`src/rtl/prefix_pkg.sv`:
```
// Shared x86 prefix byte codes and segment-register helpers for the prefix encoder/decoder pair.
package prefix_pkg;

    localparam logic [7:0] PFX_LOCK = 8'hF0;
    localparam logic [7:0] PFX_OPSZ = 8'h66;
    localparam logic [7:0] PFX_ADSZ = 8'h67;
    localparam logic [7:0] PFX_ES   = 8'h26;
    localparam logic [7:0] PFX_CS   = 8'h2E;
    localparam logic [7:0] PFX_SS   = 8'h36;
    localparam logic [7:0] PFX_DS   = 8'h3E;
    localparam logic [7:0] PFX_FS   = 8'h64;
    localparam logic [7:0] PFX_GS   = 8'h65;

    typedef enum logic [2:0] {ES, CS, SS, DS, FS, GS} sreg_t;

    function automatic logic [7:0] seg_prefix(input sreg_t s);
        logic [7:0] code;
        case (s)
            ES:      code = PFX_ES;
            CS:      code = PFX_CS;
            SS:      code = PFX_SS;
            DS:      code = PFX_DS;
            FS:      code = PFX_FS;
            default: code = PFX_GS;
        endcase
        return code;
    endfunction

    // Lowest set bit wins, so ES has the highest priority on a conflicting one-hot field.
    function automatic sreg_t seg_lowest(input logic [5:0] seg);
        sreg_t s;
        if (seg[0])      s = ES;
        else if (seg[1]) s = CS;
        else if (seg[2]) s = SS;
        else if (seg[3]) s = DS;
        else if (seg[4]) s = FS;
        else             s = GS;
        return s;
    endfunction

endpackage

```
`src/rtl/encode_prefix_stream_if.sv`:
```
// Request and byte-stream handshake bundle for the prefix encoder.
interface encode_prefix_stream_if;

    logic       req_valid;
    logic       req_ready;
    logic       req_lock;
    logic       req_operand_size;
    logic       req_address_size;
    logic [5:0] req_segment;
    logic [7:0] req_opcode;
    logic       byte_valid;
    logic       byte_ready;
    logic [7:0] byte_data;
    logic       byte_is_prefix;
    logic       byte_last;
    logic       seg_conflict;
    logic       done;

    modport master (
        output req_valid, req_lock, req_operand_size, req_address_size, req_segment, req_opcode,
        output byte_ready,
        input  req_ready, byte_valid, byte_data, byte_is_prefix, byte_last, seg_conflict, done
    );

    modport slave (
        input  req_valid, req_lock, req_operand_size, req_address_size, req_segment, req_opcode,
        input  byte_ready,
        output req_ready, byte_valid, byte_data, byte_is_prefix, byte_last, seg_conflict, done
    );

endinterface

```
`src/rtl/encode_prefix_stream.sv`:
```
// Serializes one instruction's prefix attribute set (plus optional opcode) into x86 bytes,
// one byte per handshake.
//
// state | meaning
// IDLE  | ready for a request, no byte on the output
// LOCK  | presenting F0
// SEG   | presenting the segment override byte
// OPSZ  | presenting 66
// ADSZ  | presenting 67
// OPC   | presenting the latched opcode
module encode_prefix_stream
    import prefix_pkg::*;
#(
    parameter bit EMIT_OPCODE = 1'b1,
    parameter bit LOCK_FIRST  = 1'b1
) (
    input  logic                         clk_i,
    input  logic                         rst_ni,
    encode_prefix_stream_if.slave        bus_io
);

    typedef enum logic [2:0] {IDLE, LOCK, SEG, OPSZ, ADSZ, OPC} state_t;

    state_t     state_q, state_d;
    logic       lock_q, lock_d;
    logic       opsz_q, opsz_d;
    logic       adsz_q, adsz_d;
    logic       segv_q, segv_d;
    sreg_t      seg_q, seg_d;
    logic [7:0] opc_q, opc_d;
    logic       conflict_q, conflict_d;
    logic       done_q, done_d;

    function automatic state_t order_at(input logic [2:0] idx);
        state_t s;
        case (idx)
            3'd0:    s = LOCK_FIRST ? LOCK : SEG;
            3'd1:    s = LOCK_FIRST ? SEG  : OPSZ;
            3'd2:    s = LOCK_FIRST ? OPSZ : ADSZ;
            3'd3:    s = LOCK_FIRST ? ADSZ : LOCK;
            default: s = OPC;
        endcase
        return s;
    endfunction

    function automatic logic present(input state_t s, input logic lk, input logic sv,
                                     input logic os, input logic as);
        logic p;
        case (s)
            LOCK:    p = lk;
            SEG:     p = sv;
            OPSZ:    p = os;
            ADSZ:    p = as;
            OPC:     p = EMIT_OPCODE;
            default: p = 1'b0;
        endcase
        return p;
    endfunction

    // Walks the emission order past cur and returns the first present slot; IDLE when none remain.
    function automatic state_t next_present(input state_t cur, input logic lk, input logic sv,
                                            input logic os, input logic as);
        state_t nxt;
        state_t cand;
        logic   seen;
        nxt  = IDLE;
        seen = (cur == IDLE);
        for (int i = 0; i < 5; i++) begin
            cand = order_at(3'(i));
            if (seen && (nxt == IDLE) && present(cand, lk, sv, os, as)) nxt = cand;
            if (cand == cur) seen = 1'b1;
        end
        return nxt;
    endfunction

    always_ff @(posedge clk_i or negedge rst_ni) begin
        if (!rst_ni) begin
            state_q    <= IDLE;
            lock_q     <= 1'b0;
            opsz_q     <= 1'b0;
            adsz_q     <= 1'b0;
            segv_q     <= 1'b0;
            seg_q      <= ES;
            opc_q      <= 8'h00;
            conflict_q <= 1'b0;
            done_q     <= 1'b0;
        end else begin
            state_q    <= state_d;
            lock_q     <= lock_d;
            opsz_q     <= opsz_d;
            adsz_q     <= adsz_d;
            segv_q     <= segv_d;
            seg_q      <= seg_d;
            opc_q      <= opc_d;
            conflict_q <= conflict_d;
            done_q     <= done_d;
        end
    end

    always_comb begin
        state_d    = state_q;
        lock_d     = lock_q;
        opsz_d     = opsz_q;
        adsz_d     = adsz_q;
        segv_d     = segv_q;
        seg_d      = seg_q;
        opc_d      = opc_q;
        conflict_d = 1'b0;
        done_d     = 1'b0;
        if (state_q == IDLE) begin
            if (bus_io.req_valid) begin
                lock_d     = bus_io.req_lock;
                opsz_d     = bus_io.req_operand_size;
                adsz_d     = bus_io.req_address_size;
                segv_d     = |bus_io.req_segment;
                seg_d      = seg_lowest(bus_io.req_segment);
                opc_d      = bus_io.req_opcode;
                conflict_d = |(bus_io.req_segment & (bus_io.req_segment - 6'd1));
                state_d    = next_present(IDLE, bus_io.req_lock, |bus_io.req_segment,
                                          bus_io.req_operand_size, bus_io.req_address_size);
                done_d     = (state_d == IDLE);
            end
        end else if (bus_io.byte_ready) begin
            state_d = next_present(state_q, lock_q, segv_q, opsz_q, adsz_q);
            done_d  = (state_d == IDLE);
        end
    end

    // Byte outputs decode from held state only, so they stay stable across a stall.
    always_comb begin
        bus_io.req_ready      = (state_q == IDLE);
        bus_io.byte_valid     = (state_q != IDLE);
        bus_io.byte_is_prefix = (state_q != IDLE) && (state_q != OPC);
        bus_io.byte_last      = (state_q != IDLE) &&
                                (next_present(state_q, lock_q, segv_q, opsz_q, adsz_q) == IDLE);
        bus_io.seg_conflict   = conflict_q;
        bus_io.done           = done_q;
        case (state_q)
            LOCK:    bus_io.byte_data = PFX_LOCK;
            SEG:     bus_io.byte_data = seg_prefix(seg_q);
            OPSZ:    bus_io.byte_data = PFX_OPSZ;
            ADSZ:    bus_io.byte_data = PFX_ADSZ;
            OPC:     bus_io.byte_data = opc_q;
            default: bus_io.byte_data = 8'h00;
        endcase
    end

endmodule

```
`src/flat_wrapper.sv`:
```
// flat-port wrapper written by rule: the top's interface ports become plain ports
module encode_prefix_stream_flat import prefix_pkg::*;
#(
    parameter bit EMIT_OPCODE = 1'b1,
    parameter bit LOCK_FIRST  = 1'b1
)
  (clk_i, rst_ni, bus_io_req_valid, bus_io_req_lock, bus_io_req_operand_size, bus_io_req_address_size, bus_io_req_segment, bus_io_req_opcode, bus_io_byte_ready, bus_io_req_ready, bus_io_byte_valid, bus_io_byte_data, bus_io_byte_is_prefix, bus_io_byte_last, bus_io_seg_conflict, bus_io_done);
  encode_prefix_stream_if bus_io_i ();
  input  logic clk_i;
  input  logic rst_ni;
  input wire logic [$bits(bus_io_i.req_valid)-1:0] bus_io_req_valid;
  input wire logic [$bits(bus_io_i.req_lock)-1:0] bus_io_req_lock;
  input wire logic [$bits(bus_io_i.req_operand_size)-1:0] bus_io_req_operand_size;
  input wire logic [$bits(bus_io_i.req_address_size)-1:0] bus_io_req_address_size;
  input wire logic [$bits(bus_io_i.req_segment)-1:0] bus_io_req_segment;
  input wire logic [$bits(bus_io_i.req_opcode)-1:0] bus_io_req_opcode;
  input wire logic [$bits(bus_io_i.byte_ready)-1:0] bus_io_byte_ready;
  output wire logic [$bits(bus_io_i.req_ready)-1:0] bus_io_req_ready;
  output wire logic [$bits(bus_io_i.byte_valid)-1:0] bus_io_byte_valid;
  output wire logic [$bits(bus_io_i.byte_data)-1:0] bus_io_byte_data;
  output wire logic [$bits(bus_io_i.byte_is_prefix)-1:0] bus_io_byte_is_prefix;
  output wire logic [$bits(bus_io_i.byte_last)-1:0] bus_io_byte_last;
  output wire logic [$bits(bus_io_i.seg_conflict)-1:0] bus_io_seg_conflict;
  output wire logic [$bits(bus_io_i.done)-1:0] bus_io_done;
  assign bus_io_i.req_valid = bus_io_req_valid;
  assign bus_io_i.req_lock = bus_io_req_lock;
  assign bus_io_i.req_operand_size = bus_io_req_operand_size;
  assign bus_io_i.req_address_size = bus_io_req_address_size;
  assign bus_io_i.req_segment = bus_io_req_segment;
  assign bus_io_i.req_opcode = bus_io_req_opcode;
  assign bus_io_i.byte_ready = bus_io_byte_ready;
  assign bus_io_req_ready = bus_io_i.req_ready;
  assign bus_io_byte_valid = bus_io_i.byte_valid;
  assign bus_io_byte_data = bus_io_i.byte_data;
  assign bus_io_byte_is_prefix = bus_io_i.byte_is_prefix;
  assign bus_io_byte_last = bus_io_i.byte_last;
  assign bus_io_seg_conflict = bus_io_i.seg_conflict;
  assign bus_io_done = bus_io_i.done;
  encode_prefix_stream #(.EMIT_OPCODE(EMIT_OPCODE), .LOCK_FIRST(LOCK_FIRST)) u_core (.clk_i(clk_i), .rst_ni(rst_ni), .bus_io(bus_io_i));
endmodule
```
`config.mk`:
```
export PLATFORM = sky130hd
export DESIGN_NAME = encode_prefix_stream_flat
export DESIGN_NICKNAME = d
export VERILOG_FILES = /design/src/rtl/prefix_pkg.sv /design/src/rtl/encode_prefix_stream_if.sv /design/src/rtl/encode_prefix_stream.sv /design/src/flat_wrapper.sv
export SDC_FILE = /design/constraint.sdc
export NUM_CORES = 1
export LEC_CHECK = 0
export CORE_ASPECT_RATIO = 1.75
export CORE_UTILIZATION = 45
export DETAILED_ROUTE_END_ITERATION = 16
export HOLD_SLACK_MARGIN = 0.08
export PLACE_DENSITY = 0.86
export REMOVE_ABC_BUFFERS = 1
export SYNTH_ARGS = -nofsm -noshare
export SYNTH_HDL_FRONTEND = slang
export SYNTH_SLANG_ARGS = --single-unit
```
`constraint.sdc`:
```
create_clock -name clk_i -period 1.85 [get_ports clk_i]
set_input_delay 0.2775 -clock clk_i [delete_from_list [all_inputs] [get_ports clk_i]]
set_output_delay 0.2775 -clock clk_i [all_outputs]
set_load 0.005 [all_outputs]
```
## Word-level counts from Yosys, hierarchy flattened

Index checks and enable logic that the tools add are counted.

| cells by class | value |
|---|---|
| add/sub/neg operators | 1 |
| eq/ne operators | 69 |
| muxes and demuxes | 127 |
| bitwise operators | 1 |
| reductions and logical operators | 53 |

Operator list:

| kind | number |
|---|---|
| 3-bit 2-to-1 mux | 61 |
| 3-bit by 2-bit == test with 1-bit output, second input constant | 24 |
| 3-bit == test, second input constant | 23 |
| 3-bit zero test | 20 |
| 1-bit 2-to-1 mux | 54 |
| 1-bit case mux with 5 select lines | 10 |
| 8-bit case mux with 5 select lines | 1 |
| 3-bit by 1-bit == test with 1-bit output, second input constant | 12 |
| 7-bit case mux with 5 select lines | 1 |
| 1-bit logical AND | 27 |
| 3-bit == test | 4 |
| 6-bit OR reduction | 2 |
| 6-bit AND | 1 |
| 2-bit by 3-bit == test with 1-bit output, first input constant | 2 |
| 6-bit by 1-bit subtractor with 6-bit output, second input constant | 1 |
| 2-bit AND reduction | 2 |
| 1-bit by 3-bit == test with 1-bit output, first input constant | 1 |
| 3-bit == test, first input constant | 1 |
| 3-bit != test, second input constant | 1 |
| 3-bit nonzero test | 1 |
| 2-bit != test, second input constant | 1 |
| 2-bit nonzero test | 1 |

| storage, ports and cells | value |
|---|---|
| flip-flop bits (word level) | 20 |
| input port bits | 21 |
| output and inout bits | 14 |
| word-level logic and storage cells | 260 |

## Depth between registers and ports, before layout

Gate-level depths: netlist (run 1).

| logic depth | value |
|---|---|
| word-level depth | 37 |
| gate-level depth with buffers | 5 |
| gate-level depth less buffers | 4 |

## Least setup slack after synthesis (run 1)

Ideal clock, no wire load.

| timing | value |
|---|---|
| kind | input-to-reg |
| start point | input port bus_io_req_segment[3] |
| end point | register u_core.state_q[1] |
| arrival time | 1323 ps |
| required time | 1725 ps |
| slack | 403 ps |
| stages | 4 |
| cell sequence | or4_4 > or3_4 > o21bai_1 > a21oi_1 |

| between the ends | value |
|---|---|
| cells in the longest elaborated chain, start to end | 33 |
| elaborated cells between the ends (all ways) | 45 |
| those cells by class | 32 x mux; 13 x reduce/logical |

Ends and longest elaborated chain:

| element | RTL line | RTL |
|---|---|---|
| start, declared | flat_wrapper.sv:15 | `input wire logic [$bits(bus_io_i.req_segment)-1:0] bus_io_req_segment;` |
| 6-bit OR reduction * | encode_prefix_stream.sv:119 | `state_d = next_present(IDLE, bus_io.req_lock, \|bus_io.req_segment,` |
| 1-bit case mux with 5 select lines | encode_prefix_stream.sv:49 | `case (s)` |
| 1-bit 2-to-1 mux | encode_prefix_stream.sv:111 | `if (bus_io.req_valid) begin` |
| 1-bit 2-to-1 mux | encode_prefix_stream.sv:110 | `if (state_q == IDLE) begin` |
| 3-bit 2-to-1 mux | encode_prefix_stream.sv:70 | `if (seen && (nxt == IDLE) && present(cand, lk, sv, os, as)) nxt = cand;` |
| 3-bit 2-to-1 mux | encode_prefix_stream.sv:111 |  |
| 3-bit 2-to-1 mux | encode_prefix_stream.sv:110 |  |
| 3-bit zero test | encode_prefix_stream.sv:70 |  |
| [16 not listed] | n/a |  |
| 3-bit 2-to-1 mux | encode_prefix_stream.sv:110 |  |
| 3-bit zero test | encode_prefix_stream.sv:70 |  |
| 1-bit logical AND (2 in series) | encode_prefix_stream.sv:70 |  |
| 3-bit 2-to-1 mux * | encode_prefix_stream.sv:70 |  |
| 3-bit 2-to-1 mux * | encode_prefix_stream.sv:111 |  |
| 3-bit 2-to-1 mux * | encode_prefix_stream.sv:110 |  |
| 3-bit 2-to-1 mux * | encode_prefix_stream.sv:111 |  |
| 3-bit 2-to-1 mux * | encode_prefix_stream.sv:110 |  |
| end signal, assigned | encode_prefix_stream.sv:88 | `state_q <= state_d;` |
| end, declared | encode_prefix_stream.sv:24 | `state_t state_q, state_d;` |

Every way passes the cells marked *; elsewhere a longest branch is shown, timed or not. The select of a mux whose other input is x is not followed.
A chain may end at the register's enable or synchronous reset.

## Final worst setup path (run 1)

| timing | value |
|---|---|
| start point | register u_core.state_q[2] |
| end point | output port bus_io_byte_data[6] |

| between the ends | value |
|---|---|
| cells in the longest elaborated chain, start to end | 2 |
| elaborated cells between the ends (all ways) | 6 |
| those cells by class | 5 x eq/ne; 1 x mux |

Ends and longest elaborated chain:

| element | RTL line | RTL |
|---|---|---|
| 3-bit == test (tied with other cells) | encode_prefix_stream.sv:138 | `case (state_q)` |
| 8-bit case mux with 5 select lines * | encode_prefix_stream.sv:138 |  |
| end, declared | flat_wrapper.sv:20 | `output wire logic [$bits(bus_io_i.byte_data)-1:0] bus_io_byte_data;` |

Every way passes the cells marked *; elsewhere a longest branch is shown, timed or not.

==> results of run 1 <==
cells in the mapped netlist:
master,n,area [µm²]
or4_4,1,11.3
dfrtp_1,19,475
buf_2,2,10.0
or2_2,1,6.26
inv_1,8,30.0
a21oi_1,8,40.0
a22oi_1,1,7.51
nor2b_1,6,37.5
or3_4,1,11.3
a221o_1,1,10.0
nor3_1,5,25.0
and2_1,1,6.26
o2111ai_1,1,8.76
nand2_1,16,60.1
o21bai_1,1,7.51
nor2_1,11,41.3
nand3b_1,1,7.51
o21ai_0,13,65.1
a221oi_1,1,8.76
nor3_4,1,16.3
nand2b_1,1,6.26
o311a_1,1,10.0
o31ai_1,1,7.51
o22ai_1,3,18.8
mux2_2,10,113
a211oi_1,1,7.51
o31a_1,1,8.76
clkbuf_1,3,11.3
nor3_2,1,10.0
o41ai_1,1,8.76
kinds of logic (layout without fill, tap and decap cells):
kind of cell,Yosys count,count (layout),share of synthesized area
simple gates,46,46,0.220
mux,10,10,0.104
compound gates,34,34,0.192
flops,19,19,0.437
buf+inv,13,71,0.0472
power groups by stage:
stage          sequential, mW  clock, mW  combinational, mW
3_3_place_gp            0.726          0               1.29
3_5_place_dp            0.740          0               1.35
2_1_floorplan           0.776          0              0.628
5_1_grt                 0.786      0.314               1.67
4_1_cts                 0.746      0.290               1.45
6_report                0.768      0.292               1.55
worst max-delay path: stages (launching register included):
cell	delay (ps)
dfrtp_1	380
buf_6	160
clkinvlp_4	140
o311a_1	350
dlygate4sd2_1	260
cell usage in the layout (no fill, tap or decap), types with 2 or more instances in the layout:
cell	synthesis	layout
buf_6	0	3
nor3_1	5	4
buf_4	0	20
inv_2	0	2
clkbuf_8	0	3
clkdlybuf4s50_1	0	22
o22ai_1	3	3
nor3_4	1	2
nand2_1	16	16
inv_1	8	5
mux2_2	10	10
dlygate4sd2_1	0	7
dlymetal6s2s_1	0	2
dfrtp_1	19	19
a21oi_1	8	8
o21ai_0	13	12
buf_2	2	3
nor2b_1	6	6
nor2_1	11	10
layout make-up:
cell class / instances / area share
Sequential cell: 19 / 0.281
Inverter: 8 / 0.0200
Tap cell: 25 / 0.0185
Multi-Input combinational cell: 90 / 0.340
Timing Repair Buffer: 59 / 0.314
Clock buffer: 4 / 0.0266
flip-flops by register name, indices dropped and copies added (netlist names):
name,flops
u_core.adsz_q,1
u_core.bus_io.done,1
u_core.bus_io.seg_conflict,1
u_core.opc_q,8
u_core.opsz_q,1
u_core.seg_q,3
u_core.segv_q,1
u_core.state_q,3
metrics by stage:
stage	setup slack, ps	setup TNS [ps]
6_report	18.6	0
5_1_grt	-29.0	-75.4
4_1_cts	3.09	0
3_5_place_dp	-93.7	-202
3_3_place_gp	-50.7	-88.3
2_1_floorplan	181	0
per-layer routing:
metal  vias up  global-route usage  wire length, µm
li1        549                   -                -
met1       562               0.293             1190
met2        55               0.481             1870
met3        19              0.0467              148
met4         0               0.203              140
met5         -                   0                0
what timing repair did:
action | CTS | global route
endpoints found under the setup margin | 10 | 6
gates resized for setup | 22 | 9
gates cloned | 1 | 0
pin swaps | 2 | 1
setup buffers | 8 | 6
path summary, 6_finish.rpt:
check | endpoint | slack [ps] | depth (start not counted)
setup / recovery | bus_io_byte_data[6] | 20 | 4
hold / removal | u_core.bus_io.done | 350 | 2
setup reg to reg | u_core.state_q[2] | 130 | 7
hold reg to reg | u_core.opc_q[5] | 520 | 1
max in group asynchronous | u_core.opc_q[0] | 1300 | 2
min in group clk_i | u_core.opc_q[5] | 520 | 1
==> metrics.md, run 1 <==
| Metric | Value |
|---|---|
| First-pass DRT Iterations | `4` |
| F_max | `546 MHz` |
| Die area | `~0.0026 mm²` |
| Period utilisation layout | `0.990` |
| CP required | `roughly 1600 ps` |
| Yosys warning count | `0` |
| H-tree Lvls | `1` |
| Antenna violation net count after detailed routing | `0` |
| Clock tree sinks | `19` |
| Area grow syn2layout | `55.5%` |
| Final setup viols | `0` |
| Reg area | `roughly 480 µm²` |
| Combinational Power Share | `0.594` |
| Vias per cell | `~5.8` |
| Net Sw Power | `between 1 and 1.5 mW` |
| Port Buffers | `34` |
| Largest net degree at the start of global routing | `22` |
| Gpl congestion | `~0.8` |
| Starting DRT DRC Count | `a little under 50` |
| Overall Power | `2.61 mW` |
| Fin Hold WS | `approximately 350 ps` |
| Antenna violations before repair | `0` |
| Global route overflow | `0` |
| Post-synthesis sequential area ratio | `0.437` |
| CP startpoint | `u_core.state_q[2]` |
| Fin util | `0.744` |
| Site row count | `23` |
| Vias in the first global route | `1198` |
| Max Cap Violations | `0` |
| Int Power | `1.60 mW` |
| Clk buf depth | `2` |
| Final Skew | `between 2 and 3 ps` |
| Clock slew at reported path FFs | `70 ps` |
| Pwr/cell area | `roughly 1500 mW/mm²` |
| Worst VDD drop | `between 900 and 1000 µV` |
| Pleak | `around 0.77 nW` |
| Clock share of power | `0.112` |
| Detailed-placement wirelength estimate | `about 2.1 mm` |
| Slew margin rel. | `0.800` |
| Final Non-Filler Cells | `around 200` |
| Area of the multi-input gates | `around 570 µm²` |
| HP Class | `input port to asynchronous set/reset pin` |
| Yosys reg bits | `19` |
| Slew @ Worst Pin | `~300 ps` |
| I/O Pins | `35` |
| CTS root buffer | `clkbuf_8` |
| Nets | `just over 200` |
| DR WL/cell | `16.3 µm` |
| Share of layout cells above drive strength 1 | `0.283` |
| Switching Share | `0.388` |
| Final instance area | `0.00169 mm²` |
| CTS tree | `built` |
| Core box area | `around 0.0023 mm²` |
| Total GRT Usage | `0.283` |
| Placed inst area | `between 0.0015 and 0.002 mm²` |
| Initial core utilization | `0.478` |
| DRC Markers | `0` |
| CP startpoint kind | `register` |
| Placed insts | `between 150 and 200` |
| Fillers | `between 150 and 200` |
| Worst-Skew Late Latency | `between 200 and 300 ps` |
| Routed WL | `approximately 3.3 mm` |
| Sequential power share | `0.294` |
| Final Hold Fails | `0` |
| Hold_buf cts | `0` |
| CP Max Fanout | `5` |
| Post-synth cell types | `30` |
| First-pass GRT wire length | `around 5.1 mm` |
| Synthesized area | `~0.0011 mm²` |
| DIE WIDTH | `slightly below 40 µm` |
| Vias | `around 1.2k` |
| Critical path arrival | `1550 ps` |
| CP endpoint kind | `output pin` |
| Max-slew violation count | `0` |
| Mapped Cells | `122` |
| Outcome | `complete, no violations` |
| Die Y | `~67 µm` |
| Mean Syn Cell Area | `8.91 µm²` |
| Worst r2r src | `u_core.state_q[1]` |
| Tmin final | `roughly 1800 ps` |
| Diodes inserted | `0` |
| Inserted Clock Buffers | `3` |
| CP Class | `register to output pin` |
No activity file was read; power rests on OpenSTA's default activity.
==> run 2: changes to the inputs <==
--- a/config.mk
+++ b/config.mk
@@ -5,11 +5,13 @@
 export SDC_FILE = /design/constraint.sdc
 export NUM_CORES = 1
 export LEC_CHECK = 0
+export ABC_AREA = 1
+export ABC_CLOCK_PERIOD_IN_PS = 1850
 export CORE_ASPECT_RATIO = 1.75
-export CORE_UTILIZATION = 45
+export CORE_UTILIZATION = 46
 export DETAILED_ROUTE_END_ITERATION = 16
 export HOLD_SLACK_MARGIN = 0.08
-export PLACE_DENSITY = 0.86
+export PLACE_DENSITY = 0.87
 export REMOVE_ABC_BUFFERS = 1
 export SYNTH_ARGS = -nofsm -noshare
 export SYNTH_HDL_FRONTEND = slang
==> run 2 against run 1 <==
Against the previous run:
- clock power increased by 51%
- worst setup slack improved by 30 ps
- critical path depth grew 2
- register-to-register slack got worse by 60 ps
- fmax up 1.7%
- sequential share of layout area up 0.60 points
- combinational power increased by 15%
==> metrics.md, run 2 <==
| Metric | Value |
|---|---|
| Outcome | `complete, no violations (unchanged)` |
| Final Hold Fails | `0 (unchanged)` |
| Commonest non-fill, non-tap cell in the layout | `nand2_1 (was clkdlybuf4s50_1)` |
| Share of the synthesized area in the top cell type | `0.438 (was 0.437)` |
| Synth area leaders | `dfrtp_1 44%, nand2_1 25%, nor2_1 4.9% (was dfrtp_1 44%, mux2_2 10%, o21ai_0 6.0%)` |
| Synth cell count leaders | `75 x nand2_1, 20 x dfrtp_1, 15 x nor2_1 (was 19 x dfrtp_1, 16 x nand2_1, 13 x o21ai_0)` |
| I/O Pins | `35 (unchanged)` |
| Critical path arrival | `1520 ps (was 1550 ps)` |
| Fin Hold WS | `357 ps (was 348 ps)` |
| Area leader, netlist | `dfrtp_1 (unchanged)` |
| Routed WL | `3.75 mm (was 3.35 mm)` |
| Die Y | `67.9 µm (was 67.0 µm)` |
| Inserted Clock Buffers | `3 (unchanged)` |
| H-tree Lvls | `1 (unchanged)` |
| Die area | `0.00269 mm² (was 0.00262 mm²)` |
| F_max | `555 MHz (was 546 MHz)` |
| Clock slew at reported path FFs | `70 ps (about the same)` |
| Area grow syn2layout | `53.7% (was 55.5%)` |
| Mean Syn Cell Area | `7.28 µm² (was 8.91 µm²)` |
| Pwr/cell area | `1740 mW/mm² (was 1550 mW/mm²)` |
| Post-synth cell types | `19 (was 30)` |
| Site row count | `23 (unchanged)` |
| Initial core utilization | `0.490 (was 0.478)` |
| Starting DRT DRC Count | `77 (was 49)` |
| Yosys reg bits | `20 (was 19)` |
| Final Skew | `2.49 ps (was 2.69 ps)` |
| Detailed-placement wirelength estimate | `2.29 mm (was 2.12 mm)` |
| Crit-path cells | `inv_2, buf_6, nand2_2, nor2_4, buf_4, dlygate4sd2_1 (was buf_6, clkinvlp_4, o311a_1, dlygate4sd2_1)` |
| DRC Markers | `0 (unchanged)` |
| Largest regs | `u_core.opc_q (8), u_core.seg_q (3), u_core.state_q (3) (unchanged)` |
| CTS tree | `built (unchanged)` |
| Vias | `1345 (was 1185)` |
| Worst-Skew Late Latency | `260 ps (about the same)` |
| Max-slew violation count | `0 (unchanged)` |
| Slowest-stage cell, CP | `dfrtp_2 (was dfrtp_1)` |
| Fin util | `0.753 (was 0.744)` |
| Largest net degree at the start of global routing | `24 (was 22)` |
| Vias per cell | `5.70 (was 5.78)` |
| Vias in the first global route | `1255 (was 1198)` |
| Tmin final | `1800 ps (was 1830 ps)` |
| CP required | `1570 ps (about the same)` |
| Mapped Cells | `157 (was 122)` |
| Worst Path Buf+Inv | `4 (was 3)` |
| CP top delay family | `buffers and inverters (unchanged)` |
| Share of layout cells above drive strength 1 | `0.256 (was 0.283)` |
| Diodes inserted | `0 (unchanged)` |
| Nets | `233 (was 202)` |
| DR WL/cell | `15.9 µm (was 16.3 µm)` |
| Gpl congestion | `0.811 (was 0.815)` |
| Slowest cell delay on critical path | `460 ps (was 380 ps)` |
| CP Class | `register to output pin (unchanged)` |
| Placed insts | `222 (was 187)` |
| Critical path depth in cells | `6 (was 4)` |
| Max FFs per register | `8 (unchanged)` |
| Most common cell in the synthesized netlist | `nand2_1 (was dfrtp_1)` |
| Post-synth EDFFs | `0 (unchanged)` |
| CP startpoint kind | `register (unchanged)` |
| Clk buf depth | `2 (unchanged)` |
| Worst VDD drop | `900 µV (was 956 µV)` |
| Overall Power | `3.05 mW (was 2.61 mW)` |
| First-pass DRT Iterations | `4 (unchanged)` |
| CP endpoint kind | `output pin (unchanged)` |
| Max Cap Violations | `0 (unchanged)` |
| CTS root buffer | `clkbuf_8 (unchanged)` |
| R2R depth | `11 (was 7)` |
| Post-synthesis sequential area ratio | `0.438 (was 0.437)` |
| Slew @ Worst Pin | `325 ps (was 299 ps)` |
| Clock tree sinks | `20 (was 19)` |
| Antenna violations before repair | `0 (unchanged)` |
| Antenna violation net count after detailed routing | `0 (unchanged)` |
| Top FF cell, synth | `dfrtp_1 (unchanged)` |
| Pleak | `0.940 nW (was 0.771 nW)` |
| Final setup viols | `0 (unchanged)` |
| Total GRT Usage | `0.288 (was 0.283)` |
| Period utilisation layout | `0.974 (was 0.990)` |
| Final Non-Filler Cells | `236 (was 205)` |
| DIE WIDTH | `39.7 µm (was 39.2 µm)` |
| Final worst-path setup slack | `48.3 ps (was 18.6 ps)` |
| Most frequent cells in the layout | `72 x nand2_1, 22 x clkdlybuf4s50_1, 17 x dfrtp_1 (was 22 x clkdlybuf4s50_1, 20 x buf_4, 19 x dfrtp_1)` |
| CP Max Fanout | `5 (unchanged)` |
| DP Worst Slack | `24.6 ps (was -93.7 ps)` |
| Yosys warning count | `0 (unchanged)` |
| Core box area | `0.00233 mm² (was 0.00227 mm²)` |
| Hold_buf cts | `0 (unchanged)` |
| Slew margin rel. | `0.783 (was 0.800)` |
| Synthesized area | `0.00114 mm² (was 0.00109 mm²)` |
| Biggest register | `u_core.opc_q (unchanged)` |
| Port Buffers | `34 (unchanged)` |
| HP Class | `input port to asynchronous set/reset pin (unchanged)` |
| First-pass GRT wire length | `5.30 mm (was 5.11 mm)` |
| Global route overflow | `0 (unchanged)` |
| Asr flop ratio synth | `1.00 (unchanged)` |
run 2: cell types whose count changed in the layout (fill, tap and decap cells not counted), sizes merged, moves of 7 or more:
| cell | delta |
|---|---|
| nor3 | -7 |
| nand2 | +63 |
| nand3 | +9 |
| buf | -9 |
| mux2 | -10 |
run 2: power by group:
part	total [mW]	internal, mW	leakage (nW)	switching (mW)
Clock	0.440	0.289	0.0357	0.151
Sequential	0.827	0.643	0.249	0.184
Combinational	1.79	0.817	0.656	0.971
Total	3.05	1.75	0.940	1.31
run 2: worst paths after layout:
path | from | slack (ps) | to
setup / recovery | u_core.state_q[1] | 50 | bus_io_req_ready
hold reg to reg | u_core.opc_q[4] | 490 | u_core.opc_q[4]
hold / removal | rst_ni | 360 | u_core.bus_io.seg_conflict
min in group clk_i | u_core.opc_q[4] | 490 | u_core.opc_q[4]
setup reg to reg | u_core.state_q[1] | 70 | u_core.state_q[0]
max in group asynchronous | rst_ni | 1260 | u_core.state_q[2]
run 2: cells by family (layout without fill, tap and decap cells):
logic type      after synthesis  count (layout)  synth area share
buf+inv                      14              68            0.0591
flops                        20              20             0.438
simple gates                109             109             0.412
compound gates               14              14            0.0909
run 2: metal layers:
| metal | track usage | share of wire | vias to the layer above |
|---|---|---|---|
| li1 | - | - | 610 |
| met1 | 0.288 | 0.35 | 642 |
| met2 | 0.527 | 0.54 | 72 |
| met3 | 0.0422 | 0.059 | 21 |
| met4 | 0.159 | 0.049 | 0 |
| met5 | 0 | 0 | - |
run 2: layout make-up:
type                       count  area, µm²
clock buffer                   3       41.3
multi-input combinational    123        621
clock inverter                 1       30.0
timing repair buffer          52        473
fill                         163        576
tap                           25       31.3
sequential                    20        504
inverter                      12       55.1
run 2: what timing repair did:
action                                  4_1_cts  5_1_grt
endpoints found under the setup margin       11        7
buffers inserted                              9        1
resized for setup                            19       20
pin swaps                                     1        1
run 2: metrics by stage:
stage | TNS (ps) | cell area, µm²
after detailed placement | 0 | 1550
after global routing | -2.26 | 1760
final | 0 | 1760
after floorplan | 0 | 1120
after CTS | -350 | 1710
after global placement | 0 | 1550
